## src/rtl/pong_pkg.sv

```systemverilog
// Shared types and default geometry for the pong match referee.
package pong_pkg;

    typedef enum logic [2:0] {
        WAIT_FSYNC  = 3'd0,
        TRACK       = 3'd1,
        PASSING     = 3'd2,
        POINT_PAUSE = 3'd3,
        MATCH_OVER  = 3'd4
    } ref_state_t;

    typedef enum logic {
        P1 = 1'b0,
        P2 = 1'b1
    } player_t;

    localparam int VRES     = 720;
    localparam int PADDLE_H = 20;

endpackage

```

## src/rtl/frame_timer.sv

```systemverilog
// Counts fsyncs up to a limit; done pulses on the fsync that reaches the limit.
module frame_timer #(
    parameter int MAX_W = 9
) (
    input  logic             pixel_clk,
    input  logic             rst,
    input  logic             clear,
    input  logic             fsync,
    input  logic [MAX_W-1:0] limit,
    output logic [MAX_W-1:0] count,
    output logic             done
);

    logic [MAX_W:0] count_inc;

    assign count_inc = {1'b0, count} + (MAX_W+1)'(1);
    // Combinational so the owner can leave its state on the same fsync edge.
    assign done = fsync && !clear && (count_inc == {1'b0, limit});

    always_ff @(posedge pixel_clk or posedge rst) begin
        if (rst) begin
            count <= '0;
        end else if (clear || done) begin
            count <= '0;
        end else if (fsync) begin
            count <= count_inc[MAX_W-1:0];
        end
    end

endmodule

```

## src/rtl/pong_referee.sv

```systemverilog
// Match referee: detects paddle hits and misses at the check rows, keeps score,
// and sequences the per-point pause and the end-of-match hold.
//
// state       | meaning
// WAIT_FSYNC  | idle until the next frame starts
// TRACK       | watching the two check rows for the object
// PASSING     | object missed a paddle; award once it clears or the frame ends
// POINT_PAUSE | game_over held for PAUSE_FRAMES fsyncs
// MATCH_OVER  | winner reached WIN_SCORE; hold, then clear the scores
module pong_referee
    import pong_pkg::*;
#(
    parameter int VRES              = pong_pkg::VRES,
    parameter int PADDLE_H          = pong_pkg::PADDLE_H,
    parameter int VPOS_W            = 12,
    parameter int SCORE_W           = 4,
    parameter int WIN_SCORE         = 9,
    parameter int PAUSE_FRAMES      = 128,
    parameter int MATCH_HOLD_FRAMES = 256,
    parameter int RALLY_W           = 8
) (
    input  logic                     pixel_clk,
    input  logic                     rst,
    input  logic                     fsync,
    input  logic signed [VPOS_W-1:0] vpos,
    input  logic                     active_obj,
    input  logic                     active_paddle_top,
    input  logic                     active_paddle_bot,
    output logic                     game_over,
    output logic                     match_over,
    output logic [SCORE_W-1:0]       player1_score,
    output logic [SCORE_W-1:0]       player2_score,
    output logic                     point_pulse,
    output logic                     scorer,
    output logic                     serve_dir,
    output logic [RALLY_W-1:0]       rally_cnt
);

    localparam int TIMER_W = $clog2(((PAUSE_FRAMES > MATCH_HOLD_FRAMES) ?
                                     PAUSE_FRAMES : MATCH_HOLD_FRAMES) + 1);
    localparam logic signed [VPOS_W-1:0] ROW_BOT = VPOS_W'(VRES - PADDLE_H);
    localparam logic signed [VPOS_W-1:0] ROW_TOP = VPOS_W'(PADDLE_H);
    localparam logic [SCORE_W-1:0]       WIN     = SCORE_W'(WIN_SCORE);

    ref_state_t          state;
    player_t             pend_scorer;
    logic                at_bot;
    logic                at_top;
    logic [SCORE_W-1:0]  score_nxt;
    logic                timer_clear;
    logic [TIMER_W-1:0]  timer_limit;
    logic [TIMER_W-1:0]  frame_cnt;
    logic                timer_done;

    assign at_bot      = (vpos == ROW_BOT) && active_obj;
    assign at_top      = (vpos == ROW_TOP) && active_obj;
    assign score_nxt   = ((pend_scorer == P1) ? player1_score : player2_score) + SCORE_W'(1);
    assign timer_clear = (state != POINT_PAUSE) && (state != MATCH_OVER);
    assign timer_limit = (state == MATCH_OVER) ? TIMER_W'(MATCH_HOLD_FRAMES) : TIMER_W'(PAUSE_FRAMES);

    frame_timer #(
        .MAX_W (TIMER_W)
    ) u_frame_timer (
        .pixel_clk (pixel_clk),
        .rst       (rst),
        .clear     (timer_clear),
        .fsync     (fsync),
        .limit     (timer_limit),
        .count     (frame_cnt),
        .done      (timer_done)
    );

    always_ff @(posedge pixel_clk or posedge rst) begin
        if (rst) begin
            state         <= WAIT_FSYNC;
            pend_scorer   <= P1;
            game_over     <= 1'b0;
            match_over    <= 1'b0;
            player1_score <= '0;
            player2_score <= '0;
            point_pulse   <= 1'b0;
            scorer        <= 1'b0;
            serve_dir     <= 1'b0;
            rally_cnt     <= '0;
        end else begin
            point_pulse <= 1'b0;
            case (state)
                WAIT_FSYNC: begin
                    if (fsync) state <= TRACK;
                end
                TRACK: begin
                    // Bottom row is tested first; a hit ends tracking for this frame.
                    if (at_bot || at_top) begin
                        if ((at_bot && active_paddle_bot) || (!at_bot && active_paddle_top)) begin
                            if (rally_cnt != '1) rally_cnt <= rally_cnt + RALLY_W'(1);
                            state <= WAIT_FSYNC;
                        end else begin
                            pend_scorer <= at_bot ? P1 : P2;
                            state       <= PASSING;
                        end
                    end
                end
                PASSING: begin
                    if (!active_obj || fsync) begin
                        point_pulse <= 1'b1;
                        scorer      <= pend_scorer;
                        serve_dir   <= ~pend_scorer;
                        rally_cnt   <= '0;
                        game_over   <= 1'b1;
                        if (pend_scorer == P1) player1_score <= score_nxt;
                        else                   player2_score <= score_nxt;
                        if (score_nxt == WIN) begin
                            match_over <= 1'b1;
                            state      <= MATCH_OVER;
                        end else begin
                            state <= POINT_PAUSE;
                        end
                    end
                end
                POINT_PAUSE: begin
                    if (timer_done) begin
                        game_over <= 1'b0;
                        state     <= WAIT_FSYNC;
                    end
                end
                MATCH_OVER: begin
                    if (timer_done) begin
                        player1_score <= '0;
                        player2_score <= '0;
                        serve_dir     <= 1'b0;
                        game_over     <= 1'b0;
                        match_over    <= 1'b0;
                        state         <= WAIT_FSYNC;
                    end
                end
                default: state <= WAIT_FSYNC;
            endcase
        end
    end

endmodule

```

## config.mk

```make
export PLATFORM = sky130hd
export DESIGN_NAME = pong_referee
export DESIGN_NICKNAME = d
export VERILOG_FILES = /design/src/rtl/pong_pkg.sv /design/src/rtl/frame_timer.sv /design/src/rtl/pong_referee.sv
export SDC_FILE = /design/constraint.sdc
export NUM_CORES = 1
export LEC_CHECK = 0
export CAP_MARGIN = 15
export CORE_ASPECT_RATIO = 0.8
export CORE_UTILIZATION = 55
export DETAILED_ROUTE_END_ITERATION = 8
export PLACE_DENSITY = 0.79
export SETUP_SLACK_MARGIN = 0.2
export SLEW_MARGIN = 25
export SYNTH_ARGS = -nofsm -noshare
export SYNTH_HDL_FRONTEND = slang
export SYNTH_SLANG_ARGS = --single-unit
```

## constraint.sdc

```tcl
create_clock -name pixel_clk -period 4.7 [get_ports pixel_clk]
set_input_delay 1.41 -clock pixel_clk [delete_from_list [all_inputs] [get_ports pixel_clk]]
set_output_delay 1.41 -clock pixel_clk [all_outputs]
set_load 0.05 [all_outputs]
```

==> impl_metrics.json <==
{
  "status": "completed",
  "max-vdd-ir-drop_mv": 0.4688,
  "grt_busiest_layer": "met1",
  "grtUsageMet1_pct": 41.95,
  "netlist_area_um2": 2301,
  "first_pass_iters": 4,
  "start_kind": "input port",
  "cts_max_path_buffers": 2,
  "synth_edf_count": 0,
  "cts_tree": "done",
  "seqPwrFrac_pct": 34.0,
  "power_leakage_nw": 1.107,
  "grt_use_met3_pct": 5.059,
  "cp.required_ps": 4910,
  "num_antenna_cells": 0,
  "syn2layout_area_growth_pct": 21.91,
  "synth_ff_type": "dfrtp_1",
  "slowest_delay_ps": 530,
  "vias": 2068,
  "core_um2": 3904,
  "grt_use_total_pct": 27.19,
  "fin_skew_ps": 6.497,
  "relSlewSlack_pct": 47.47,
  "min_period_over_period_pct": 76.79,
  "place_area_um2": 2696,
  "clkPwrFrac_pct": 21.4,
  "ant_nets": 0,
  "hold_viol_final": 0,
  "final_common_cell": "clkdlybuf4s50_1",
  "clkLatencyLatePin_ps": 280,
  "synthArstFlopShare_pct": 100.0,
  "max-cap-violations": 0,
  "r2r_setup_slack_ps": 2000,
  "crit_slowest_cell": "clkdlybuf4s50_1",
  "routed_wl_um": 5429,
  "grt_max_degree": 28,
  "cts_buffers": 5,
  "arrival_ps": 3810,
  "cp_cell_sequence": "clkdlybuf4s50_1 -> or3b_2 -> nor4_2 -> mux2_2 -> nor3_4 -> nand4_1 -> a21oi_1",
  "yosys_warnings": 0,
  "placementRows": 20,
  "design_area_um2": 2805,
  "viasPerCell": 5.926,
  "nNetsFinal": 316,
  "critPathKind": "in2reg",
  "p_comb_share_pct": 44.7,
  "switchingPower_mw": 0.5282,
  "grt_pass1_wl_um": 9052,
  "cts_hold_buffers": 0,
  "place_congestion": 0.8426,
  "fmax_mhz": 277.1,
  "use_met2_pct": 38.57,
  "fillCellCount": 326,
  "wl_per_cell_um": 15.56,
  "tightestPinTransition_ps": 779.8,
  "finish.utilization_pct": 71.86,
  "die-area_um2": 4448,
  "top_level_ports": 39,
  "dp_hpwl_um": 4021,
  "yosysSeqAreaShare_pct": 36.98,
  "root_buffer": "clkbuf_8",
  "slew_viol_final": 0,
  "ctsResizeCount": 0,
  "syn_nets": 282,
  "die_x_um": 74.32,
  "clkSlewWorstSetupHoldPaths_ps": 70,
  "synth-seq-cells": 34,
  "synth_cells": 259,
  "drcViolationCount": 0,
  "grt_pass1_vias": 1883,
  "p_int_mw": 0.6993,
  "drt_iter0_markers": 220,
  "initial_utilization_pct": 58.94,
  "synth_cell_types": 57,
  "hold_path.class": "reg2reg",
  "rsz0062_at_grt": "false",
  "numPortBuffers": 38,
  "drive_gt1_share_pct": 10.20,
  "h-tree-depth": 2,
  "postCtsSetupBuffers": 0,
  "overflow": 0,
  "switching_share_pct": 43.03,
  "final-setup-viol-count": 0,
  "antenna_found_initial": 0,
  "crit_fanout": 8,
  "p_per_area_nw_per_um2": 437.5,
  "path_buf_inv": 1,
  "endpoint_kind": "flip-flop",
  "finalSetupTns_ps": 0,
  "min_period_ps": 3609,
  "syn_area_per_cell_um2": 8.884,
  "die_h_um": 59.85,
  "path_delay_family": "simple AND/OR/NAND/NOR gates",
  "clock_sinks": 34,
  "final_cell_mix": "clkdlybuf4s50_1 (38), dfrtp_1 (34), nand2_1 (32)"
}
==> through the flow <==
step	hold slack (ps)	power, mW	setup WS (ps)	std cells
floorplan	563.5	0.8054	1398	259
global placement	480.9	0.9624	839.9	341
detailed placement	494.4	0.9646	786.2	341
CTS	509.7	1.232	1073	349
global route	542.4	1.298	964.7	349
finish	506.7	1.227	1091	349
==> power by group through the flow <==
stage / sequential, mW / combinational, mW / clock, mW
2_1_floorplan: 0.554 / 0.251 / 0
3_3_place_gp: 0.420 / 0.543 / 0
3_5_place_dp: 0.420 / 0.544 / 0
4_1_cts: 0.416 / 0.550 / 0.266
5_1_grt: 0.426 / 0.587 / 0.284
6_report: 0.417 / 0.548 / 0.262
==> kinds of logic after synthesis <==
group	share of synthesized area (%)
DFF	36.98
adders and majority gates	2.719
xor gates and xnor gates	6.091
AOI/OAI and AO/OA	17.35
buffers and inverters	4.785
muxes	3.589
and+or+nand+nor	28.49
==> area by class of cell <==
cell class | count | area (um2) | share of cell area, %
timing repair buffer | 39 | 387.9 | 13.83
clock inverter | 3 | 40.04 | 1.427
sequential | 34 | 850.8 | 30.33
inverter | 13 | 48.80 | 1.740
multi-input combinational | 200 | 1340 | 47.77
tap | 55 | 68.82 | 2.453
clock buffer | 5 | 68.82 | 2.453
==> layer usage <==
metal / vias to the layer above / routed length [um]
met1: 977 / 2728
li1: 1004 / -
met2: 80 / 2309
met4: 0 / 52
met5: - / 0
met3: 7 / 339
==> cells in the mapped netlist, types with 3 or more instances <==
cell type   n  share of area (%)
nand3_1    10                2.2
ha_1        5                2.7
xnor2_1     9                3.4
nand2_1    32                5.2
mux2i_1     6                2.6
nor4_1      6                1.6
and2_1      4                1.1
xor2_1      7                2.7
a21oi_1     8                1.7
nor2_1     28                4.6
o21ai_0    10                2.2
nor3_1      5                1.1
clkbuf_1    7                1.1
and3_1      4                1.1
o21ai_1     4               0.87
a31oi_1     4                1.1
dfrtp_1    34                 37
nand4_1     7                1.9
o22ai_1     6                1.6
nor4b_2     3                2.0
inv_1      12                2.0
==> worst reg2reg max path, stage by stage (launching register included) <==
cell and delay (ps):
dfrtp_1 480, ha_1 390, nand3_1 190, nor2_1 330
mux2i_1 230, nand3_1 230, o31ai_2 350, mux2_1 370
==> state kept, by name, indices dropped and copies added, names as in the netlist <==
register             count
player1_score            4
rally_cnt                8
player2_score            4
u_frame_timer.count      9
match_over               1
scorer                   1
state                    3
point_pulse              1
serve_dir                1
pend_scorer              1
game_over                1
==> worst paths after layout <==
check / end / startpoint / cells after the start
max reg2reg: state[1]$_DFFE_PP0P_ / u_frame_timer.count[0]$_DFFE_PP0P_ / 7
min in group asynchronous: state[1]$_DFFE_PP0P_ / rst / 2
max in group asynchronous: game_over$_DFFE_PP0P_ / rst / 3
min reg2reg: match_over$_DFFE_PP0P_ / match_over$_DFFE_PP0P_ / 2
min: match_over$_DFFE_PP0P_ / match_over$_DFFE_PP0P_ / 2
max: rally_cnt[7]$_DFFE_PP0P_ / active_obj / 7
(Power assumes the default switching activity.)
